`config.mk`:
```
export PLATFORM = sky130hd
export DESIGN_NAME = alu_rr_scheduler
export DESIGN_NICKNAME = d
export VERILOG_FILES = /design/src/rtl/alu_rr_scheduler_pkg.sv /design/src/rtl/alu_rr_scheduler_arb.sv /design/src/rtl/alu_rr_scheduler.sv
export SDC_FILE = /design/constraint.sdc
export NUM_CORES = 1
export LEC_CHECK = 0
export CAP_MARGIN = 20
export CORE_AREA = 2 2 189 191
export CTS_BUF_LIST = sky130_fd_sc_hd__clkbuf_16
export CTS_CLUSTER_SIZE = 24
export DETAILED_ROUTE_END_ITERATION = 12
export DIE_AREA = 0 0 191 193
export GPL_TIMING_DRIVEN = 0
export HOLD_SLACK_MARGIN = 0.1
export PLACE_DENSITY_LB_ADDON = 0.12
export SYNTH_ARGS = -nofsm -noshare
export SYNTH_HDL_FRONTEND = slang
export SYNTH_SLANG_ARGS = --single-unit
```
`constraint.sdc`:
```
create_clock -name clk -period 4.3 [get_ports clk]
set_clock_uncertainty 0.2 [all_clocks]
set_input_delay 0.86 -clock clk [delete_from_list [all_inputs] [get_ports clk]]
set_output_delay 0.86 -clock clk [all_outputs]
set_load 0.05 [all_outputs]
```
`src/rtl/alu_rr_scheduler_pkg.sv`:
```
// Shared definitions for the round-robin ALU scheduler: ALU command codes,
// scheduler FSM states and datapath widths.
package alu_rr_scheduler_pkg;

    localparam int unsigned DATA_W = 32;
    localparam int unsigned CMD_W  = 4;
    localparam int unsigned RES_W  = 64;
    localparam int unsigned LAT_W  = 4;

    typedef enum logic [CMD_W-1:0] {
        CMD_ADD  = 4'd0,
        CMD_INC  = 4'd1,
        CMD_SUB  = 4'd2,
        CMD_DEC  = 4'd3,
        CMD_MUL  = 4'd4,
        CMD_DIV  = 4'd5,
        CMD_SHL  = 4'd6,
        CMD_SHR  = 4'd7,
        CMD_AND  = 4'd8,
        CMD_OR   = 4'd9,
        CMD_INV  = 4'd10,
        CMD_NAND = 4'd11,
        CMD_NOR  = 4'd12,
        CMD_XOR  = 4'd13,
        CMD_XNOR = 4'd14,
        CMD_BUF  = 4'd15
    } alu_cmd_e;

    typedef enum logic [1:0] {
        ST_IDLE = 2'd0,
        ST_EXEC = 2'd1,
        ST_RESP = 2'd2
    } sched_state_e;

endpackage

```
`src/rtl/alu_rr_scheduler_arb.sv`:
```
// Combinational round-robin arbiter: the first asserted request searching
// upward from last_grant+1 (mod NREQ) wins; grant is one-hot plus its index.
module rr_arbiter #(
    parameter int unsigned NREQ = 4,
    parameter int unsigned IDW  = 2
) (
    input  logic [NREQ-1:0] i_req,
    input  logic [IDW-1:0]  i_last_grant,
    output logic [NREQ-1:0] o_grant,
    output logic [IDW-1:0]  o_grant_idx
);

    always_comb begin : arb
        int unsigned idx;
        logic        found;
        o_grant     = '0;
        o_grant_idx = '0;
        found       = 1'b0;
        idx         = 0;
        // Offset NREQ wraps back to last_grant itself, so it is considered last.
        for (int unsigned off = 1; off <= NREQ; off++) begin
            idx = (int'(i_last_grant) + off) % NREQ;
            if (!found && i_req[idx]) begin
                found        = 1'b1;
                o_grant[idx] = 1'b1;
                o_grant_idx  = IDW'(idx);
            end
        end
    end

endmodule

```
`src/rtl/alu_rr_scheduler.sv`:
```
// Shares one external 32-bit ALU between NREQ requesters with round-robin
// arbitration; returns the registered 64-bit result tagged with the requester ID.
module alu_rr_scheduler
    import alu_rr_scheduler_pkg::*;
#(
    parameter int unsigned NREQ    = 4,
    parameter int unsigned IDW     = 2,
    parameter int unsigned ALU_LAT = 1
) (
    input  logic                   clk,
    input  logic                   rst,
    input  logic [NREQ-1:0]        req_valid,
    output logic [NREQ-1:0]        req_ready,
    input  logic [NREQ*DATA_W-1:0] req_a,
    input  logic [NREQ*DATA_W-1:0] req_b,
    input  logic [NREQ*CMD_W-1:0]  req_cmd,
    output logic                   rsp_valid,
    input  logic                   rsp_ready,
    output logic [IDW-1:0]         rsp_id,
    output logic [RES_W-1:0]       rsp_data,
    output logic                   busy,
    output logic [DATA_W-1:0]      alu_a,
    output logic [DATA_W-1:0]      alu_b,
    output logic [CMD_W-1:0]       alu_cmd,
    output logic                   alu_oe,
    input  logic [RES_W-1:0]       alu_d
);

    sched_state_e      r_state;
    sched_state_e      w_state_nxt;
    logic [IDW-1:0]    r_last_grant;
    logic [IDW-1:0]    r_id;
    logic [LAT_W-1:0]  r_lat_cnt;
    logic              r_rsp_valid;
    logic [IDW-1:0]    r_rsp_id;
    logic [RES_W-1:0]  r_rsp_data;
    logic [DATA_W-1:0] r_alu_a;
    logic [DATA_W-1:0] r_alu_b;
    logic [CMD_W-1:0]  r_alu_cmd;
    logic              r_alu_oe;

    logic [NREQ-1:0]   w_grant;
    logic [IDW-1:0]    w_grant_idx;
    logic              w_xfer;

    rr_arbiter #(
        .NREQ (NREQ),
        .IDW  (IDW)
    ) u_arb (
        .i_req        (req_valid),
        .i_last_grant (r_last_grant),
        .o_grant      (w_grant),
        .o_grant_idx  (w_grant_idx)
    );

    always_comb begin
        w_state_nxt = r_state;
        req_ready   = '0;
        if (r_state == ST_IDLE && !rst) begin
            req_ready = w_grant;
        end
        w_xfer = |(req_valid & req_ready);
        case (r_state)
            ST_IDLE: if (w_xfer) w_state_nxt = ST_EXEC;
            ST_EXEC: if (r_lat_cnt == '0) w_state_nxt = ST_RESP;
            ST_RESP: if (rsp_ready) w_state_nxt = ST_IDLE;
            default: w_state_nxt = ST_IDLE;
        endcase
    end

    always_ff @(posedge clk) begin
        if (rst) begin
            r_state      <= ST_IDLE;
            r_last_grant <= IDW'(NREQ - 1);
            r_id         <= '0;
            r_lat_cnt    <= '0;
            r_rsp_valid  <= 1'b0;
            r_rsp_id     <= '0;
            r_rsp_data   <= '0;
            r_alu_a      <= '0;
            r_alu_b      <= '0;
            r_alu_cmd    <= '0;
            r_alu_oe     <= 1'b0;
        end else begin
            r_state <= w_state_nxt;
            case (r_state)
                ST_IDLE: begin
                    if (w_xfer) begin
                        r_alu_a      <= req_a[int'(w_grant_idx)*DATA_W +: DATA_W];
                        r_alu_b      <= req_b[int'(w_grant_idx)*DATA_W +: DATA_W];
                        r_alu_cmd    <= req_cmd[int'(w_grant_idx)*CMD_W +: CMD_W];
                        r_id         <= w_grant_idx;
                        r_last_grant <= w_grant_idx;
                        r_lat_cnt    <= LAT_W'(ALU_LAT - 1);
                        r_alu_oe     <= 1'b1;
                    end
                end
                ST_EXEC: begin
                    // Capture on the last enabled cycle; oe drops on the same edge.
                    if (r_lat_cnt == '0) begin
                        r_rsp_data  <= alu_d;
                        r_rsp_id    <= r_id;
                        r_rsp_valid <= 1'b1;
                        r_alu_oe    <= 1'b0;
                    end else begin
                        r_lat_cnt <= r_lat_cnt - 1'b1;
                    end
                end
                ST_RESP: begin
                    if (rsp_ready) r_rsp_valid <= 1'b0;
                end
                default: ;
            endcase
        end
    end

    assign rsp_valid = r_rsp_valid;
    assign rsp_id    = r_rsp_id;
    assign rsp_data  = r_rsp_data;
    assign busy      = (r_state != ST_IDLE);
    assign alu_a     = r_alu_a;
    assign alu_b     = r_alu_b;
    assign alu_cmd   = r_alu_cmd;
    assign alu_oe    = r_alu_oe;

endmodule

```
### Word-level counts from Yosys, hierarchy flattened

Index checks and enable logic that the tools add are counted.

* muxes and demuxes: 41
* $lt $le $gt $ge: 8
* shift operators: 3
* equal/unequal tests: 6
* $add $sub $neg: 5
* reduce and logical (&&, ||, !) cells: 24
* bitwise logic cells: 4

Operator list (count)
* 128-bit by 8-bit indexed part select with 32-bit output: 2
* 4-bit two-way mux: 7
* 16-bit by 5-bit indexed part select with 4-bit output: 1
* 1-bit two-way mux: 15
* 2-bit two-way mux: 7
* 2-bit by 3-bit less-than comparator with 1-bit output (second input constant): 4
* 4-bit OR: 3
* 3-bit AND reduction: 4
* 1-bit binary-select mux with 2-bit select: 4
* 1-bit demux with 2-bit select: 4
* 2-bit by 1-bit >= comparator with 1-bit output (second input constant): 4
* 1-bit logical AND: 8
* 2-bit != test (second input constant): 4
* 4-bit case mux with 2 select lines: 1
* 2-bit case mux with 3 select lines: 1
* 2-bit nonzero test: 3
* 2-bit by 1-bit adder with 2-bit output (second input constant): 2
* 2-bit adder (second input constant): 2
* 4-bit AND: 1
* 1-bit logical NOT: 4
* 4-bit logical NOT: 1
* 1-bit case mux with 2 select lines: 2
* 2-bit AND reduction: 2
* 4-bit OR reduction: 1
* 4 further kinds: 4

* register bits after elaboration: 146
* logic and storage cells: 102

### Depth between registers and ports, before layout

Gate-level depths: netlist (run 1).

* depth after elaboration: 18
* gate-level depth with buffers: 13
* gate-level depth less buffers: 8

### Cells and area by module

Synthesis (run 1) repeated with hierarchy kept, for this count alone.

* cell total of the unflattened synthesis: 796
* area, all modules: 7313.3 µm²

Modules (own cells, without submodules)
* alu_rr_scheduler: area each 6822.8 µm², cells each 737, instances 1
* rr_arbiter: area each 490.5 µm², cells each 59, instances 1

### Least setup slack after synthesis (run 1)

OpenSTA, ideal clock, no wires.

* path kind: register -> output
* start: reg r_last_grant[0]
* end: out req_ready[0]
* buffers on the path: 3
* stages on the path, launching flop included: 11
* arrival: 2.972 ns
* slack: 0.268 ns
* required time: 3.240 ns
* cells stage by stage: dfxtp_1 buf_6 buf_2 inv_1 ha_1 buf_2 mux4_2 or3b_1 a2bb2oi_2 a21oi_1 nor2_1

* longest elaborated chain between the ends: 14
* elaborated cells on any way between the ends: 49
* those cells by class: add/sub: 4; order compare: 8; mux: 24; bitwise: 3; reduce/logical: 10

RTL lines
* start, declared: RTL line alu_rr_scheduler.sv:31 `logic [IDW-1:0] r_last_grant;`
* start signal, assigned: RTL line alu_rr_scheduler.sv:74 `r_last_grant <= IDW'(NREQ - 1);`
* start signal, assigned: RTL line alu_rr_scheduler.sv:93 `r_last_grant <= w_grant_idx;`
* branches (longest 12 deep; another with 2-bit by 3-bit less-than comparator with 1-bit output)
* 4-bit two-way mux (*): RTL line alu_rr_scheduler_arb.sv:23 `if (!found && i_req[idx]) begin`
* 4-bit two-way mux (*): RTL line alu_rr_scheduler.sv:59 `if (r_state == ST_IDLE && !rst) begin`
* end, declared: RTL line alu_rr_scheduler.sv:13 `output logic [NREQ-1:0] req_ready,`

Every way passes the cells marked *. The select of a mux whose other input is x is not followed.

### Final worst setup path (run 1)

* start: in req_valid[2]
* end: out req_ready[2]

* longest elaborated chain between the ends: 13
* elaborated cells on any way between the ends: 25
* those cells by class: mux: 16; bitwise: 3; reduce/logical: 6

RTL lines
* start, declared: RTL line alu_rr_scheduler.sv:12 `input logic [NREQ-1:0] req_valid,`
* 1-bit binary-select mux with 2-bit select: RTL line alu_rr_scheduler_arb.sv:23
* 1-bit two-way mux (implied by the code): RTL line alu_rr_scheduler_arb.sv:23
* 1-bit two-way mux: RTL line alu_rr_scheduler_arb.sv:23
* 1-bit logical NOT: RTL line alu_rr_scheduler_arb.sv:23
* 1-bit logical AND: RTL line alu_rr_scheduler_arb.sv:23
* 1-bit two-way mux: RTL line alu_rr_scheduler_arb.sv:23
* 1-bit logical NOT: RTL line alu_rr_scheduler_arb.sv:23
* 1-bit logical AND: RTL line alu_rr_scheduler_arb.sv:23
* 1-bit two-way mux: RTL line alu_rr_scheduler_arb.sv:23
* 1-bit logical NOT: RTL line alu_rr_scheduler_arb.sv:23
* 1-bit logical AND: RTL line alu_rr_scheduler_arb.sv:23
* 4-bit two-way mux (*): RTL line alu_rr_scheduler_arb.sv:23
* 4-bit two-way mux (*): RTL line alu_rr_scheduler.sv:59

Mark *: on every way between the ends. The rest lies on a longest branch, timed or not. The select of a mux whose other input is x is not followed.

==> metrics.txt, run 1 <==
post-synthesis sequential area ratio 0.360; nature of the critical path endpoint output port; number of clock buffers inserted by TritonCTS 17; share of the clock period used by the worst path 0.968; number of filler instances in the final layout 3503; # Max-Cap Violations 0; Max Transition Viols Final 0; peak ir drop on the vdd network 0.000250 V; Register-to-Register Setup Slack 0.43 ns; placeable core region 0.0350 mm²; reg-to-reg critical path startpoint r_last_grant[0]; proportion of register bits with asynchronous set or reset after synthesis 0; via count 8665; start-to-end type of the worst setup path input port to output port; Skew-Pair Late Insertion Delay 0.42 ns; via count of the first global-routing pass 8715; tightest slew margin relative to the limit 0.472; dominant cell type by count on the critical path sky130_fd_sc_hd__nand2_1; Syn Area/Cell around 9.5 µm²; placed cells between 1500 and 2000; drt wl/cell slightly below 20 µm; total of buffers placed on input and output ports 482; count of distinct cell types in the synthesized netlist 53; half-perimeter wire length of the detailed placement result 28500 µm; Clock transition at path regs 0.07 ns; final weighted congestion in routability-driven placement about 0.80; Synthesized Nets 1212; initial drt markers 368; detail-routed via count per cell approximately 4.7; floorplan row count 69; largest net degree at the start of global routing 19; synth warn 0; final instance area between 0.01 and 0.015 mm²; Final Net Count approximately 1700; Max Fanout on Critical Path 10; total number of clock tree sinks 146; H-tree level count 4; ANT cells 0; result of the run finished clean; RSZ-0062 raised after global routing no; cell count of the worst hold path 2; worst slew pin tran 0.789 ns; number of flip-flops and latches in the synthesized netlist 146; starting density of the core 0.232; Highest Clock Rate 240 MHz; element type at the critical path start input port; hold path startpoint rsp_id[1]; detailed-routing iteration count for the pre-antenna-repair pass 5; first-pass GRT wire length 51900 µm; top flip-flop cell by instance count after synthesis sky130_fd_sc_hd__dfxtp_1; CP max-delay cell sky130_fd_sc_hd__clkdlybuf4s50_1; count of flip-flops with a built-in enable after synthesis 0; Hold Buf Count CTS 0; count of final setup violators 0; Die ar. approximately 0.037 mm²; Antenna Nets Post-Route 0; post-route DRC violation count 0; shortest clock period the worst path allows after layout roughly 4.2 ns; share of post-route cells with drive strength above 1 0.117; Hold/Removal Path Class flip-flop to flip-flop; I/O pin cnt 484; largest buffer count on any clock path 2; synthesis-to-layout area growth 74.6%; critical-path cell list clkdlybuf4s50_1 -> buf_2 -> or3b_1 -> a2111o_1 -> nand2_1 -> nand2_1 -> a21oi_1 -> buf_4; Placed Instance Area 0.0135 mm²; RR Endpoint alu_a[22]; die height 193 µm; global-route usage over all layers 0.187; required time of the critical path 3.24 ns; Gate Count Post-Synth 859; largest stage delay on the critical path 0.48 ns; number of antenna violations at the first check in global routing 2; clock root buffer master sky130_fd_sc_hd__clkbuf_16; arrival time worst endpoint 3.10 ns; post-route insts no fill around 1800; Cell Pwr Density 672 mW/mm²; chip width around 190 µm; Min-Delay Endpoint rsp_id[1]; FF-to-FF path depth 13; Detailed Route WL 35800 µm; leakage power 5.42 nW; clock tree from TritonCTS yes; Netlist Area Pre-Place between 0.008 and 0.009 mm²; final-report hold violation count 0; grt ovf 0
## routing by layer
layer  vias up  global-route usage  part of all wire
li1       4169                   -                 -
met1      4136               0.211              0.39
met2       317               0.335              0.51
met3        39              0.0626             0.082
met4         4              0.0584             0.022
met5         -                   0           0.00073
## flip-flops by register name, summed over array words and instances, names as in the netlist
register / flops
rsp_id: 2
r_state: 2
alu_cmd: 4
r_id: 2
rsp_data: 64
alu_oe: 1
r_lat_cnt: 4
rsp_valid: 1
r_last_grant: 2
alu_b: 32
alu_a: 32
## repair_timing
| item | 4_1_cts | 5_1_grt |
|---|---|---|
| buffers inserted | 1 | 3 |
| resized for setup | 29 | 9 |
| endpoints found under the setup margin | 4 | 30 |
| hold endpoints to repair | 0 | 0 |
| pin swaps | 2 | 1 |
## power breakdown
group          internal, W  switching (W)  total [W]  leakage, nW
logic              0.00246        0.00360    0.00606         3.94
clock network     0.000793       0.000749    0.00154        0.293
registers          0.00173       0.000214    0.00194         1.20
## worst max-delay path, delay by kind of cell
kind	cells	cell delay (ns)
AO/OA/AOI/OAI	2	0.67
buffers and inverters	3	0.94
AND/OR/NAND/NOR	3	0.61
## final cells by class
| class | count | area, µm² | share of cell area |
|---|---|---|---|
| flip-flops and latches | 146 | 2930 | 0.206 |
| clock buffers | 17 | 425 | 0.0300 |
| plain buffers | 82 | 392 | 0.0276 |
| inverters | 11 | 45.0 | 0.00317 |
| well taps | 461 | 577 | 0.0406 |
| repair buffers | 486 | 4850 | 0.342 |
| clock inverters | 15 | 185 | 0.0130 |
| multi-input cells | 619 | 4790 | 0.338 |
## logic make-up after synthesis
| family | Yosys count | share of synthesized area |
|---|---|---|
| compound gates | 178 | 0.164 |
| xor+xnor | 2 | 0.00216 |
| fa+ha+maj | 10 | 0.0154 |
| buf+inv | 94 | 0.0526 |
| flops | 146 | 0.360 |
| mux | 78 | 0.205 |
| simple gates | 351 | 0.201 |
## through the flow
| step | power (W) | hold slack [ns] | TNS, ns | util | worst slack [ns] |
|---|---|---|---|---|---|
| 2_1_floorplan | 0.00594 | 0.232 | 0 | - | 0.268 |
| 5_1_grt | 0.0101 | 0.272 | 0 | 0.406 | 0.000747 |
| 6_report | 0.00954 | 0.254 | 0 | 0.406 | 0.138 |
| 4_1_cts | 0.00966 | 0.257 | -0.0440 | 0.405 | -0.0440 |
| 3_5_place_dp | 0.00805 | 0.247 | -22.97 | 0.387 | -0.619 |
| 3_3_place_gp | 0.00804 | 0.241 | -22.96 | 0.387 | -0.620 |
## layout by cell type (no fill, tap or decap), drive strengths merged, types with 3 or more instances in the layout
master         instances
clkdlybuf4s50        478
nand2                173
dfxtp                146
a21oi                 80
mux4                  71
clkbuf                59
buf                   48
nor2                  43
nor2b                 41
and3                  40
a221o                 40
nor3                  33
a211o                 28
inv                   17
ha                    10
clkinv                 7
mux2i                  6
nand3                  5
o21ai                  4
nand2b                 4
or3b                   4
nor3b                  3
o2111ai                3
a22oi                  3
## cells in the mapped netlist (2+ instances only)
library cell                  n  area share
sky130_fd_sc_hd__a211o_1     28       0.030
sky130_fd_sc_hd__a21oi_1     79       0.049
sky130_fd_sc_hd__a221o_1     40       0.049
sky130_fd_sc_hd__a221oi_1     2      0.0022
sky130_fd_sc_hd__a22oi_1      2      0.0018
sky130_fd_sc_hd__and3_1      40       0.031
sky130_fd_sc_hd__buf_1        6      0.0028
sky130_fd_sc_hd__buf_2       27       0.017
sky130_fd_sc_hd__buf_4        3      0.0028
sky130_fd_sc_hd__buf_6        4      0.0055
sky130_fd_sc_hd__clkbuf_1    43       0.020
sky130_fd_sc_hd__dfxtp_1    146        0.36
sky130_fd_sc_hd__ha_1        10       0.015
sky130_fd_sc_hd__inv_1       11      0.0051
sky130_fd_sc_hd__mux2i_1      6      0.0074
sky130_fd_sc_hd__mux4_2      71        0.20
sky130_fd_sc_hd__nand2_1    173       0.080
sky130_fd_sc_hd__nand2b_1     4      0.0031
sky130_fd_sc_hd__nand3_1      4      0.0025
sky130_fd_sc_hd__nor2_1      43       0.020
sky130_fd_sc_hd__nor2b_1     41       0.032
sky130_fd_sc_hd__nor3_1      33       0.020
sky130_fd_sc_hd__nor3b_1      3      0.0028
sky130_fd_sc_hd__o2111ai_1    3      0.0032
sky130_fd_sc_hd__o211ai_1     2      0.0018
sky130_fd_sc_hd__o21ai_0      4      0.0025
sky130_fd_sc_hd__o22ai_1      2      0.0015
sky130_fd_sc_hd__or3b_1       3      0.0032
sky130_fd_sc_hd__xnor2_1      2      0.0022
## how the worst max path moves through the flow
| stage | from | end |
|---|---|---|
| after floorplan | r_last_grant[0] | req_ready[0] |
| after CTS | r_last_grant[0] | req_ready[0] |
| after global placement | req_valid[1] | req_ready[0] |
| final | req_valid[2] | req_ready[2] |
| after detailed placement | req_valid[1] | req_ready[0] |
| after global routing | req_valid[2] | req_ready[2] |
Power figures use the tool's default switching activity.
==> inputs of run 2 (changes only) <==
PLACE_DENSITY_LB_ADDON = not set   (was 0.12)
==> run 2 against run 1 <==
First-iteration DRC count is 8.2% higher. Worst setup slack worse by 0.058 ns. Flip-flop and latch count stayed put. Hold slack worse by 0.00077 ns. Wire length is 8.3% higher. Maximum frequency is 1.4% lower. Power is 0.27% higher. Core utilization is 0.068 points lower. Sequential share of layout area hardly changed. Count of clock-buffer cells in the layout stayed put. Critical path depth is 4 higher. Combinational power hardly changed. Largest power group unchanged.
==> metrics.txt, run 2 (same netlist as run 1, synthesis figures left out) <==
# Max-Cap Violations 0 (unchanged); largest buffer count on any clock path 2 (unchanged); starting density of the core 0.232 (unchanged); grt ovf 0 (unchanged); number of clock buffers inserted by TritonCTS 17 (unchanged); worst slew pin tran 0.881 ns (was 0.789 ns); final instance area 0.0142 mm² (about the same); share of post-route cells with drive strength above 1 0.112 (was 0.117); reg-to-reg critical path startpoint r_last_grant[0] (unchanged); hold path startpoint rsp_data[62] (was rsp_id[1]); count of final setup violators 0 (unchanged); half-perimeter wire length of the detailed placement result 30800 µm (was 28500 µm); RSZ-0062 raised after global routing yes (was no); final weighted congestion in routability-driven placement 0.868 (was 0.800); Clock transition at path regs 0.06 ns (was 0.07 ns); RR Endpoint r_id[0] (was alu_a[22]); Detailed Route WL 38800 µm (was 35800 µm); Placed Instance Area 0.0135 mm² (unchanged); Highest Clock Rate 237 MHz (was 240 MHz); detail-routed via count per cell 4.82 (was 4.72); largest net degree at the start of global routing 17 (was 19); Antenna Nets Post-Route 0 (unchanged); shortest clock period the worst path allows after layout 4.22 ns (was 4.16 ns); final core utilization 0.405 (was 0.406); Final Net Count 1714 (was 1716); synthesis-to-layout area growth 74.3% (was 74.6%); top routing layer in use met5 (unchanged); total of buffers placed on input and output ports 482 (unchanged); Routed met2 length 19800 µm (was 18100 µm); clock root buffer master sky130_fd_sc_hd__clkbuf_16 (unchanged); required time of the critical path 3.24 ns (about the same); initial drt markers 398 (was 368); peak ir drop on the vdd network 0.000255 V (was 0.000250 V); Min-Delay Endpoint rsp_data[62] (was rsp_id[1]); sum of negative setup slack 0 ns (unchanged); die height 193 µm (unchanged); FF-to-FF path depth 12 (was 13); chip width 191 µm (unchanged); Crit path max-delay family buffers and inverters (unchanged); Max Fanout on Critical Path 10 (unchanged); Register-to-Register Setup Slack 0.24 ns (was 0.43 ns); total number of clock tree sinks 146 (unchanged); tightest slew margin relative to the limit 0.411 (was 0.472); source of the critical timing path r_last_grant[0] (was req_valid[2]); via count of the first global-routing pass 8725 (was 8715); Worst Slack Setup Final 0.0799 ns (was 0.138 ns); most used cells in the layout excluding fill and tap cells sky130_fd_sc_hd__clkdlybuf4s50_1 (478), sky130_fd_sc_hd__nand2_1 (173), sky130_fd_sc_hd__dfxtp_1 (145) (was sky130_fd_sc_hd__clkdlybuf4s50_1 (478), sky130_fd_sc_hd__nand2_1 (173), sky130_fd_sc_hd__dfxtp_1 (144)); first-pass GRT wire length 54600 µm (was 51900 µm); Placement Setup Slack -0.484 ns (was -0.619 ns); result of the run finished clean (unchanged); clock tree from TritonCTS yes (unchanged); global-route usage over all layers 0.201 (was 0.187); leakage power 5.42 nW (about the same); arrival time worst endpoint 3.16 ns (was 3.10 ns); metal3 WL 3560 µm (was 2940 µm); dominant cell type by count on the critical path sky130_fd_sc_hd__nor2_1 (was sky130_fd_sc_hd__nand2_1); commonest non-fill, non-tap cell in the layout sky130_fd_sc_hd__clkdlybuf4s50_1 (unchanged); M1 WL 14600 µm (was 14000 µm); nature of the critical path endpoint output port (unchanged); cell count of the worst hold path 2 (unchanged); H-tree level count 4 (unchanged); largest stage delay on the critical path 0.56 ns (was 0.48 ns); Buffers & Inverters on Critical Path 5 (was 3); Die ar. 0.0369 mm² (unchanged); start-to-end type of the worst setup path flip-flop to output port (was input port to output port); detailed-routing iteration count for the pre-antenna-repair pass 5 (unchanged); floorplan row count 69 (unchanged); Skew-Pair Late Insertion Delay 0.42 ns (about the same); Max Transition Viols Final 0 (unchanged); Largest register FFs 64 (unchanged); Cell Pwr Density 675 mW/mm² (was 672 mW/mm²); element type at the critical path start flip-flop (was input port); via count 8874 (was 8665); share of the clock period used by the worst path 0.981 (was 0.968); instance count on the critical path 12 (was 8); I/O pin cnt 484 (unchanged); drt wl/cell 21.1 µm (was 19.5 µm); final-report hold violation count 0 (unchanged); placeable core region 0.0350 mm² (unchanged); critical-path cell list buf_6 -> buf_4 -> inv_1 -> ha_1 -> clkbuf_4 -> mux4_2 -> nand2_1 -> o21a_1 -> nor2_1 -> a221oi_2 -> nor2_1 -> buf_2 (was clkdlybuf4s50_1 -> buf_2 -> or3b_1 -> a2111o_1 -> nand2_1 -> nand2_1 -> a21oi_1 -> buf_4); CP max-delay cell sky130_fd_sc_hd__mux4_2 (was sky130_fd_sc_hd__clkdlybuf4s50_1); post-layout total power 0.00957 W (was 0.00954 W); Hold/Removal Path Class flip-flop to flip-flop (unchanged); post-route DRC violation count 0 (unchanged); number of antenna violations at the first check in global routing 10 (was 2)
[run 2: final cells by class]
cell class	instances	area, µm²
diodes	6	15.0
plain buffers	82	388
clock buffers	17	425
clock inverters	15	168
fillers	3475	20800
inverters	11	41.3
multi-input cells	619	4800
flip-flops and latches	146	2920
well taps	461	577
repair buffers	484	4830
[run 2: through the flow]
step | instances | hold slack (ns)
floorplan | 859 | 0.232
global placement | 1802 | 0.242
detailed placement | 1802 | 0.247
CTS | 1833 | 0.255
global route | 1840 | 0.267
finish | 1841 | 0.253
[run 2: how the worst max path moves through the flow]
stage,end,slack (ns)
3_5_place_dp,alu_cmd[0],-0.48
2_1_floorplan,req_ready[0],0.27
6_report,req_ready[3],0.08
5_1_grt,req_ready[3],-0.07
4_1_cts,req_ready[1],0.02
3_3_place_gp,req_ready[0],-0.46
[run 2: power by group]
part           switching [W]  internal, W
clock               0.000653     0.000910
combinational        0.00361      0.00244
sequential          0.000225      0.00173
total                0.00449      0.00508
[run 2: per-layer routing]
metal  track usage  vias to the layer above
met2         0.360                      411
met3        0.0599                       32
met1         0.228                     4248
met5             0                        -
li1              -                     4179
met4        0.0641                        4
[run 2: what timing repair did]
| action | CTS | global route |
|---|---|---|
| gates resized for setup | 25 | 5 |
| pin swaps | 0 | 2 |
| endpoints found under the setup margin | 76 | 4 |
| buffers inserted | 0 | 2 |
| hold buffers | 0 | 0 |
[run 2: worst reg2reg max path: cells and delay by family (launching register included)]
kind | cells | cell delay [ns]
buffers and inverters | 5 | 1.03
adders and majority gates | 1 | 0.30
and+or+nand+nor | 2 | 0.61
AOI/OAI and AO/OA | 3 | 0.91
DFF | 1 | 0.38
muxes | 1 | 0.57
==> inputs of run 3 (changes only) <==
SLEW_MARGIN = 30   (was not set)
==> run 3 against run 2 <==
Design area hardly changed. Worst setup slack improved by 0.023 ns. Clock power barely moved. Final cell count unchanged. Hold slack better by 0.00075 ns. Core utilization is essentially flat. Critical path depth decreased by 1. Power barely moved. Die area did not move. Flip-flop and latch count stayed put. Wire length down 0.19%. Via count down 0.83%. Critical path type unchanged. Largest cell class unchanged. Highest routed layer unchanged.
==> metrics.txt, run 3 (same netlist as run 1, synthesis figures left out) <==
start-to-end type of the worst setup path flip-flop to output port (unchanged); nature of the critical path endpoint output port (unchanged); clock tree from TritonCTS yes (unchanged); fraction of power consumed by the clock network 0.163 (about the same); largest stage delay on the critical path 0.40 ns (was 0.56 ns); I/O pin cnt 484 (unchanged); final instance area 0.0142 mm² (about the same); H-tree level count 4 (unchanged); largest net degree at the start of global routing 17 (unchanged); switching power 0.00449 W (about the same); starting density of the core 0.232 (unchanged); required time of the critical path 3.24 ns (about the same); internal power 0.00508 W (about the same); count of final setup violators 0 (unchanged); Final Net Count 1715 (was 1714); reg-to-reg critical path startpoint r_last_grant[0] (unchanged); result of the run finished clean (unchanged); sw frac 0.469 (about the same); Die ar. 0.0369 mm² (unchanged); Cell Pwr Density 675 mW/mm² (about the same); die height 193 µm (unchanged); Placed Instance Area 0.0135 mm² (about the same); Detailed Route WL 38700 µm (was 38800 µm); critical-path cell list buf_6 -> buf_6 -> clkinvlp_4 -> ha_1 -> clkbuf_4 -> mux4_2 -> or3b_1 -> a2bb2oi_4 -> a21oi_1 -> nor2_1 -> buf_4 (was buf_6 -> buf_4 -> inv_1 -> ha_1 -> clkbuf_4 -> mux4_2 -> nand2_1 -> o21a_1 -> nor2_1 -> a221oi_2 -> nor2_1 -> buf_2); share of the clock period used by the worst path 0.976 (was 0.981); Highest Clock Rate 238 MHz (was 237 MHz); leakage power 5.42 nW (about the same); number of antenna violations at the first check in global routing 9 (was 10); number of filler instances in the final layout 3463 (was 3475); final-report hold violation count 0 (unchanged); clock root buffer master sky130_fd_sc_hd__clkbuf_16 (unchanged); Clock transition at path regs 0.06 ns (about the same); drt wl/cell 21.0 µm (was 21.1 µm); Antenna Nets Post-Route 0 (unchanged); source of the critical timing path r_last_grant[0] (unchanged); worst-case hold slack 0.254 ns (was 0.253 ns); hold path startpoint rsp_data[13] (was rsp_data[62]); synthesis-to-layout area growth 74.4% (was 74.3%); chip width 191 µm (unchanged); share of post-route cells with drive strength above 1 0.114 (was 0.112); Skew-Pair Late Insertion Delay 0.42 ns (about the same); floorplan row count 69 (unchanged); global-route usage over all layers 0.200 (was 0.201); # Max-Cap Violations 0 (unchanged); final weighted congestion in routability-driven placement 0.868 (unchanged); commonest non-fill, non-tap cell in the layout sky130_fd_sc_hd__clkdlybuf4s50_1 (unchanged); total number of clock tree sinks 146 (unchanged); via count 8800 (was 8874); tightest slew margin relative to the limit 0.363 (was 0.411); detail-routed via count per cell 4.78 (was 4.82); CP max-delay cell sky130_fd_sc_hd__or3b_1 (was sky130_fd_sc_hd__mux4_2); worst slew pin tran 0.952 ns (was 0.881 ns); Gate power share 0.633 (was 0.632); post-layout total power 0.00957 W (about the same); total of buffers placed on input and output ports 482 (unchanged); placeable core region 0.0350 mm² (unchanged); element type at the critical path start flip-flop (unchanged); detailed-routing iteration count for the pre-antenna-repair pass 5 (unchanged); dominant cell type by count on the critical path sky130_fd_sc_hd__buf_6 (was sky130_fd_sc_hd__nor2_1); first-pass GRT wire length 54500 µm (was 54600 µm); largest buffer count on any clock path 2 (unchanged); most used cells in the layout excluding fill and tap cells sky130_fd_sc_hd__clkdlybuf4s50_1 (478), sky130_fd_sc_hd__nand2_1 (173), sky130_fd_sc_hd__dfxtp_1 (144) (was sky130_fd_sc_hd__clkdlybuf4s50_1 (478), sky130_fd_sc_hd__nand2_1 (173), sky130_fd_sc_hd__dfxtp_1 (145)); peak ir drop on the vdd network 0.000248 V (was 0.000255 V); number of clock buffers inserted by TritonCTS 17 (unchanged); shortest clock period the worst path allows after layout 4.20 ns (was 4.22 ns); initial drt markers 437 (was 398); post-route insts no fill 1841 (unchanged); Hold Buf Count CTS 0 (unchanged); via count of the first global-routing pass 8623 (was 8725); Max Transition Viols Final 0 (unchanged); Max Fanout on Critical Path 10 (unchanged); half-perimeter wire length of the detailed placement result 30800 µm (about the same); Largest register FFs 64 (unchanged); sequential power share 0.205 (was 0.204); Hold/Removal Path Class flip-flop to flip-flop (unchanged); grt ovf 0 (unchanged); placed cells 1802 (unchanged); post-route DRC violation count 0 (unchanged); arrival time worst endpoint 3.14 ns (was 3.16 ns)
[run 3: layer usage]
layer	track usage	vias to the layer above	share of wire
li1	-	4160	-
met1	0.229	4225	0.38
met2	0.364	392	0.52
met3	0.0583	19	0.087
met4	0.0516	4	0.0091
met5	0	-	0.00070
[run 3: power by group through the flow]
stage / combinational [W] / clock, W / sequential, W
2_1_floorplan: 0.00288 / 0 / 0.00307
3_3_place_gp: 0.00605 / 0 / 0.00197
3_5_place_dp: 0.00608 / 0 / 0.00198
4_1_cts: 0.00611 / 0.00160 / 0.00196
5_1_grt: 0.00645 / 0.00166 / 0.00200
6_report: 0.00606 / 0.00156 / 0.00196
[run 3: final timing paths]
check | end | slack (ns) | depth (start not counted)
hold / removal | rsp_data[13] | 0.25 | 2
hold reg to reg | rsp_data[13] | 0.25 | 2
setup / recovery | req_ready[1] | 0.10 | 11
setup reg to reg | r_id[0] | 0.26 | 12
[run 3: layout make-up]
type	instances	area [µm²]	share of cell area
timing repair buffer	484	4830	0.341
multi-input combinational	619	4800	0.339
sequential	146	2930	0.206
tap	461	577	0.0407
clock buffer	17	425	0.0300
buffer	83	397	0.0280
clock inverter	15	168	0.0118
inverter	11	45.0	0.00318
antenna	5	12.5	0.000882
[run 3: per-stage QoR]
stage	setup TNS [ns]	worst slack, ns	util
after floorplan	0	0.268	-
after global placement	-25.77	-0.460	0.387
after detailed placement	-27.72	-0.492	0.387
after CTS	0	0.0250	0.405
after global routing	-0.00776	-0.00776	0.405
final	0	0.103	0.406
[run 3: timing repair]
item | CTS | global route
setup endpoints to repair | 7 | 6
setup buffers | 0 | 2
gates cloned | 0 | 0
gates resized for setup | 25 | 7
pin swaps | 0 | 1
[run 3: worst max-delay path: cells and delay by family, from the launching register on]
kind / cells / cell delay [ns]
fa+ha+maj: 1 / 0.30
compound gates: 2 / 0.31
mux: 1 / 0.39
flops: 1 / 0.38
simple gates: 2 / 0.50
buf+inv: 5 / 0.82
